$ cat config.mk
export PLATFORM = sky130hd
export DESIGN_NAME = median_pixel_packer
export DESIGN_NICKNAME = d
export VERILOG_FILES = /design/src/rtl/median_pixel_packer.sv
export SDC_FILE = /design/constraint.sdc
export NUM_CORES = 1
export LEC_CHECK = 0
export ABC_AREA = 1
export CAP_MARGIN = 20
export CORE_UTILIZATION = 65
export DETAILED_ROUTE_END_ITERATION = 6
export DONT_BUFFER_PORTS = 1
export MAX_ROUTING_LAYER = met4
export PLACE_DENSITY = 0.81
export SLEW_MARGIN = 30
export SYNTH_ARGS = -nofsm -noshare
export SYNTH_HDL_FRONTEND = slang
export SYNTH_SLANG_ARGS = --single-unit
$ cat constraint.sdc
create_clock -name clk -period 6.3 [get_ports clk]
set_clock_uncertainty 0.05 [all_clocks]
set_input_delay 0.63 -clock clk [delete_from_list [all_inputs] [get_ports clk]]
set_output_delay 0.63 -clock clk [all_outputs]
set_load 0.05 [all_outputs]
$ cat src/rtl/median_pixel_packer.sv
// Packs 1-bit median-filter results into bytes of 8 adjacent pixels and streams them out through a small FIFO.
// Optional PACKER_ONES_COUNT_EN adds a saturating count of accepted 1-pixels.
module median_pixel_packer #(
  parameter int FIFO_DEPTH = 8,
  parameter bit FILL_BIT   = 1'b0
) (
  input  logic        clk,
  input  logic        reset,
  input  logic        start,
  input  logic        writeEnable,
  input  logic        pixelIn,
  input  logic [7:0]  xMedianAddress,
  input  logic [7:0]  yMedianAddress,
  input  logic        filterDone,
  output logic [7:0]  byteOut,
  output logic [4:0]  byteCol,
  output logic [7:0]  byteRow,
  output logic        byteValid,
  input  logic        byteReady,
  output logic        overflow,
  output logic        frameDone
`ifdef PACKER_ONES_COUNT_EN
  ,
  output logic [15:0] onesCount
`endif
);

  localparam int AW = $clog2(FIFO_DEPTH);
  localparam logic [AW:0]   CNT_ONE  = (AW+1)'(1);
  localparam logic [AW:0]   CNT_FULL = (AW+1)'(FIFO_DEPTH);
  localparam logic [AW-1:0] PTR_ONE  = AW'(1);
  localparam logic [7:0]    FILL_BYTE = {8{FILL_BIT}};

  logic [7:0]  acc_byte;
  logic [4:0]  acc_col;
  logic [7:0]  acc_row;
  logic        acc_busy;
  logic        flush_next;
  logic        done_seen;
  logic        filter_done_d;

  logic [20:0]   mem [FIFO_DEPTH];
  logic [AW-1:0] wr_ptr;
  logic [AW-1:0] rd_ptr;
  logic [AW:0]   count;
  logic [AW:0]   count_nxt;

  logic        cur_busy;
  logic        flush_req;
  logic        key_hit;
  logic        chain_flush;
  logic        done_rise;
  logic [7:0]  nxt_byte;
  logic [4:0]  nxt_col;
  logic [7:0]  nxt_row;
  logic        nxt_busy;
  logic        nxt_flush_next;
  logic        push;
  logic [20:0] push_data;
  logic        pop;
  logic        full;
  logic        push_ok;
  logic        drop;
  logic        frame_cond;

  // Accumulator update: start discards first, then at most one byte is flushed per cycle;
  // a second flush that would be needed in the same cycle is deferred via flush_next.
  always_comb begin
    cur_busy    = acc_busy && !start;
    flush_req   = flush_next && !start;
    done_rise   = filterDone && !filter_done_d;
    key_hit     = cur_busy && (yMedianAddress == acc_row) && (xMedianAddress[7:3] == acc_col);
    nxt_byte    = acc_byte;
    nxt_col     = acc_col;
    nxt_row     = acc_row;
    nxt_busy    = cur_busy;
    push        = 1'b0;
    push_data   = '0;
    chain_flush = 1'b0;
    if (writeEnable) begin
      if (cur_busy && !key_hit) begin
        push      = 1'b1;
        push_data = {acc_row, acc_col, acc_byte};
      end
      if (!key_hit) begin
        nxt_byte = FILL_BYTE;
        nxt_col  = xMedianAddress[7:3];
        nxt_row  = yMedianAddress;
      end
      nxt_byte[xMedianAddress[2:0]] = pixelIn;
      nxt_busy = 1'b1;
      if (xMedianAddress[2:0] == 3'd7) begin
        if (push) begin
          chain_flush = 1'b1;
        end else begin
          push      = 1'b1;
          push_data = {nxt_row, nxt_col, nxt_byte};
          nxt_busy  = 1'b0;
        end
      end
    end
    if (!push && flush_req && nxt_busy) begin
      push      = 1'b1;
      push_data = {nxt_row, nxt_col, nxt_byte};
      nxt_busy  = 1'b0;
    end
    nxt_flush_next = nxt_busy && (chain_flush || done_rise || flush_req);
  end

  always_comb begin
    pop     = byteValid && byteReady;
    full    = (count == CNT_FULL);
    push_ok = push && (!full || pop);
    drop    = push && !push_ok;
    case ({push_ok, pop})
      2'b10:   count_nxt = count + CNT_ONE;
      2'b01:   count_nxt = count - CNT_ONE;
      default: count_nxt = count;
    endcase
    frame_cond = done_seen && !acc_busy && !flush_next && (count == '0)
                 && !push && !writeEnable && !start;
  end

  always_ff @(posedge clk) begin
    if (push_ok) mem[wr_ptr] <= push_data;
  end

  // The output registers always hold the FIFO head so the stream is first-word-fall-through.
  always_ff @(posedge clk or negedge reset) begin
    if (!reset) begin
      acc_byte      <= FILL_BYTE;
      acc_col       <= '0;
      acc_row       <= '0;
      acc_busy      <= 1'b0;
      flush_next    <= 1'b0;
      done_seen     <= 1'b0;
      filter_done_d <= 1'b0;
      wr_ptr        <= '0;
      rd_ptr        <= '0;
      count         <= '0;
      byteValid     <= 1'b0;
      byteOut       <= '0;
      byteCol       <= '0;
      byteRow       <= '0;
      overflow      <= 1'b0;
      frameDone     <= 1'b0;
    end else begin
      acc_byte      <= nxt_byte;
      acc_col       <= nxt_col;
      acc_row       <= nxt_row;
      acc_busy      <= nxt_busy;
      flush_next    <= nxt_flush_next;
      filter_done_d <= filterDone;
      frameDone     <= frame_cond;
      if (done_rise)                done_seen <= 1'b1;
      else if (start || frame_cond) done_seen <= 1'b0;
      if (drop)       overflow <= 1'b1;
      else if (start) overflow <= 1'b0;
      if (push_ok) wr_ptr <= wr_ptr + PTR_ONE;
      if (pop)     rd_ptr <= rd_ptr + PTR_ONE;
      count <= count_nxt;
      if (count_nxt == '0) begin
        byteValid <= 1'b0;
      end else begin
        byteValid <= 1'b1;
        if ((count == '0) || (pop && (count == CNT_ONE)))
          {byteRow, byteCol, byteOut} <= push_data;
        else if (pop)
          {byteRow, byteCol, byteOut} <= mem[rd_ptr + PTR_ONE];
      end
    end
  end

`ifdef PACKER_ONES_COUNT_EN
  logic [15:0] ones_base;
  logic [15:0] ones_nxt;

  always_comb begin
    ones_base = start ? 16'h0000 : onesCount;
    ones_nxt  = ones_base;
    if (writeEnable && pixelIn && (ones_base != 16'hFFFF))
      ones_nxt = ones_base + 16'h0001;
  end

  always_ff @(posedge clk or negedge reset) begin
    if (!reset) onesCount <= '0;
    else        onesCount <= ones_nxt;
  end
`endif

endmodule

==> impl_metrics.csv <==
group,metric,value,unit
detailed_routing,drc,0,
detailed_routing,vias_per_cell,6.24,
detailed_routing,finalWirelength,24300,µm
clock_network,tritoncts,"built",
synth,yosysUniqueCellTypes,32,
timing,fin_setup_tns,0,ps
die,boundaryPins,47,
timing,finalCritPeriodShare,56.6,%
detailed_routing,vias,7479,
critical_path,worstReg2RegEnd,"byteCol[1]",
clock_network,hold_buffers,2,
timing,rsz0062_at_grt,"no",
detailed_routing,ant_nets,0,
placement,gp_congestion,0.901,
timing,slew_viol_final,0,
detailed_routing,firstDrtPassIters,5,
global_routing,antenna_found_initial,0,
critical_path,crit_arrival,3960,ps
hold_path,min_from,"filterDone",
job,maxCapViolCount,0,
clock_network,cts_setup_buffers,0,
pwr,leakage,4.29,nW
final_layout,num_antenna_cells,0,
clock_network,cts_buffer_depth,3,
synth,syn-num-nets,1030,
global_routing,grt_max_degree,87,
global_routing,grt.overflow.total,0,
final_layout,final_nets,1021,
outcome,status,"finished clean",
hold_path,worstHoldEndpoint,"filter_done_d",
clock_network,clk_pin_slew_worst_paths,60,ps
clock_network,clkSinkCount,227,
global_routing,first_global_vias,7176,
hold_path,hp-class,"input port to register",
final_layout,finish.utilization,73.6,%
synth,syn_area,0.0101,mm²
critical_path,cp_slowest_cell,"buf_4",
global_routing,grt_pass1_wl,37700,µm
placement,post-dp-hpwl,13900,µm
synth,synth.avg_cell_area,10.1,µm²
synth,ys_async_sr_fraction,26.0,%
die,core,0.0151,mm²
placement,io_buffers,0,
critical_path,critPathRequiredTime,6700,ps
clock_network,cts_buffers,24,
synth,synth_enable_flop_cells,168,
synth,synth_top_cell_area_share,50.0,%
clock_network,htree_levels,1,
die,core.rowCount,45,
synth,synthTopCellsByCount,"nand2_1, edfxtp_1, o21ai_0, nor2_1, inv_1",
timing,relSlewSlack,32.7,%
critical_path,end_kind,"register",
critical_path,critPathBufInv,4,
critical_path,start_kind,"register",
clock_network,clock_latency,510,ps
synth,yosys.area.top_type,"edfxtp_1",
timing,whs,93.8,ps
clock_network,clock-root-buffer,"clkbuf_16",
critical_path,crit_path_max_incr_delay,660,ps
final_layout,drive_gt1_share,8.11,%
critical_path,critPathMaxFanout,86,
final_layout,syn2layout_area_growth,10.5,%
timing,tightest_slew,1010,ps
timing,hold_viol_final,0,
timing,max_freq,281,MHz
critical_path,r2r_slack,2740,ps
critical_path,crit_type,"register to register",
die,start_util,66.6,%
timing,setup_violations,0,
die,die_x,127,µm
critical_path,reg2reg_depth,11,
pwr,ir_worst_vdd,367,µV
timing,fin_crit,3560,ps
hold_path,min_delay_path_depth,0,
synth,yosys_most_used_dff,"edfxtp_1",
synth,yosysSeqAreaShare,64.6,%
global_routing,grt_usage,32.2,%
synth,yosys-top-cells-area,"edfxtp_1, dfrtp_1, o21ai_0",
synth,ys_warn_count,0,
die,die_h,127,µm
detailed_routing,wire_per_inst,20.3,µm
clock_network,cts_resized,0,
synth,synth.most_common_cell,"nand2_1",
synth,ys_ff_latch,227,
critical_path,cp_top_family,"buffers and inverters",
die,die-area,0.0160,mm²
critical_path,crit-reg2reg-launch,"rd_ptr[0]",
synth,synth_cells,1002,
critical_path,crit_chain,"buf_4, ha_1, buf_4, inv_1, buf_4, o21ai_0, o22ai_1, o21ai_0, o21ai_0, nand3_1, nand2_1",
pwr,powerDensity,512,mW/mm²
detailed_routing,drtIter0Drc,857,
==> cell type report <==
class | instances | area (µm²)
clock buffer | 30 | 654
multi-input combinational | 651 | 3110
inverter | 71 | 267
fill | 999 | 4000
tap | 188 | 235
timing repair buffer | 18 | 158
sequential | 227 | 6520
clock inverter | 14 | 201
==> cells in the final DEF, fill, tap and decap left out, types with 3 or more instances in the layout <==
cell	instances
xor2_1	4
nor2_2	11
o31ai_1	6
clkbuf_16	25
buf_4	16
o21ai_0	152
nand3_1	57
bufinv_16	5
nor2_1	134
or2_2	3
nand2_2	6
dfrtp_1	58
xnor2_1	3
o21ai_1	6
ha_1	5
inv_1	68
nor3_1	8
nand2_1	187
o22ai_1	37
clkinv_1	3
clkinv_2	5
clkbuf_1	4
edfxtp_1	168
clkinvlp_4	3
o221ai_1	10
o211ai_1	10
==> state kept, by name, indices dropped and copies added, names as in the netlist <==
register and count:
acc_busy 1, frameDone 1, byteRow 8, filter_done_d 1
flush_next 1, done_seen 1, byteOut 8, acc_row 8
byteCol 5, rd_ptr 3, acc_col 5, overflow 1
acc_byte 8, count 4, byteValid 1, wr_ptr 3
mem 168
==> logic make-up after synthesis <==
logic type                 synth area share (%)
muxes                                    0.0992
adders and majority gates                 0.620
DFF                                        64.6
and+or+nand+nor                            16.5
xor gates and xnor gates                  0.608
AOI/OAI and AO/OA                          12.7
buffers and inverters                      4.81
==> how the worst max path moves through the flow <==
stage                            end  cells past startpoint        start
final                     byteCol[1]                     11    rd_ptr[0]
after global routing      byteCol[1]                     11    rd_ptr[0]
after CTS                 byteCol[1]                     11    rd_ptr[0]
after detailed placement  byteCol[2]                     17        start
after global placement    byteRow[2]                     17        start
after floorplan            mem[0][0]                     11  writeEnable
==> per-stage QoR <==
step	total power [mW]	setup WS (ps)	instances	cell area (µm²)
CTS	5.69	2770	1199	11200
global placement	4.09	2680	1153	10300
floorplan	3.61	3060	1002	10100
finish	5.71	2740	1199	11200
global route	6.02	2480	1199	11200
detailed placement	4.15	2640	1153	10300
==> power by group <==
part	total, mW	internal (mW)	switching (mW)
Clock	1.51	0.942	0.569
Combinational	2.00	0.611	1.39
Sequential	2.20	1.84	0.361
==> worst register-to-register path, cell delays in order, from the launching register on <==
cell and delay (ps):
dfrtp_2 340, buf_4 660, ha_1 380, buf_4 290
inv_1 430, buf_4 430, o21ai_0 210, o22ai_1 190
o21ai_0 120, o21ai_0 200, nand3_1 120, nand2_1 90
==> per-layer routing <==
layer	GRT usage, %	wire (µm)	up-vias
met1	41.0	9120	3510
met2	50.6	11500	463
met3	7.21	2960	58
met5	-	0	-
li1	-	-	3448
met4	13.1	783	0
Note: power is estimated with default switching activity, not from simulation.
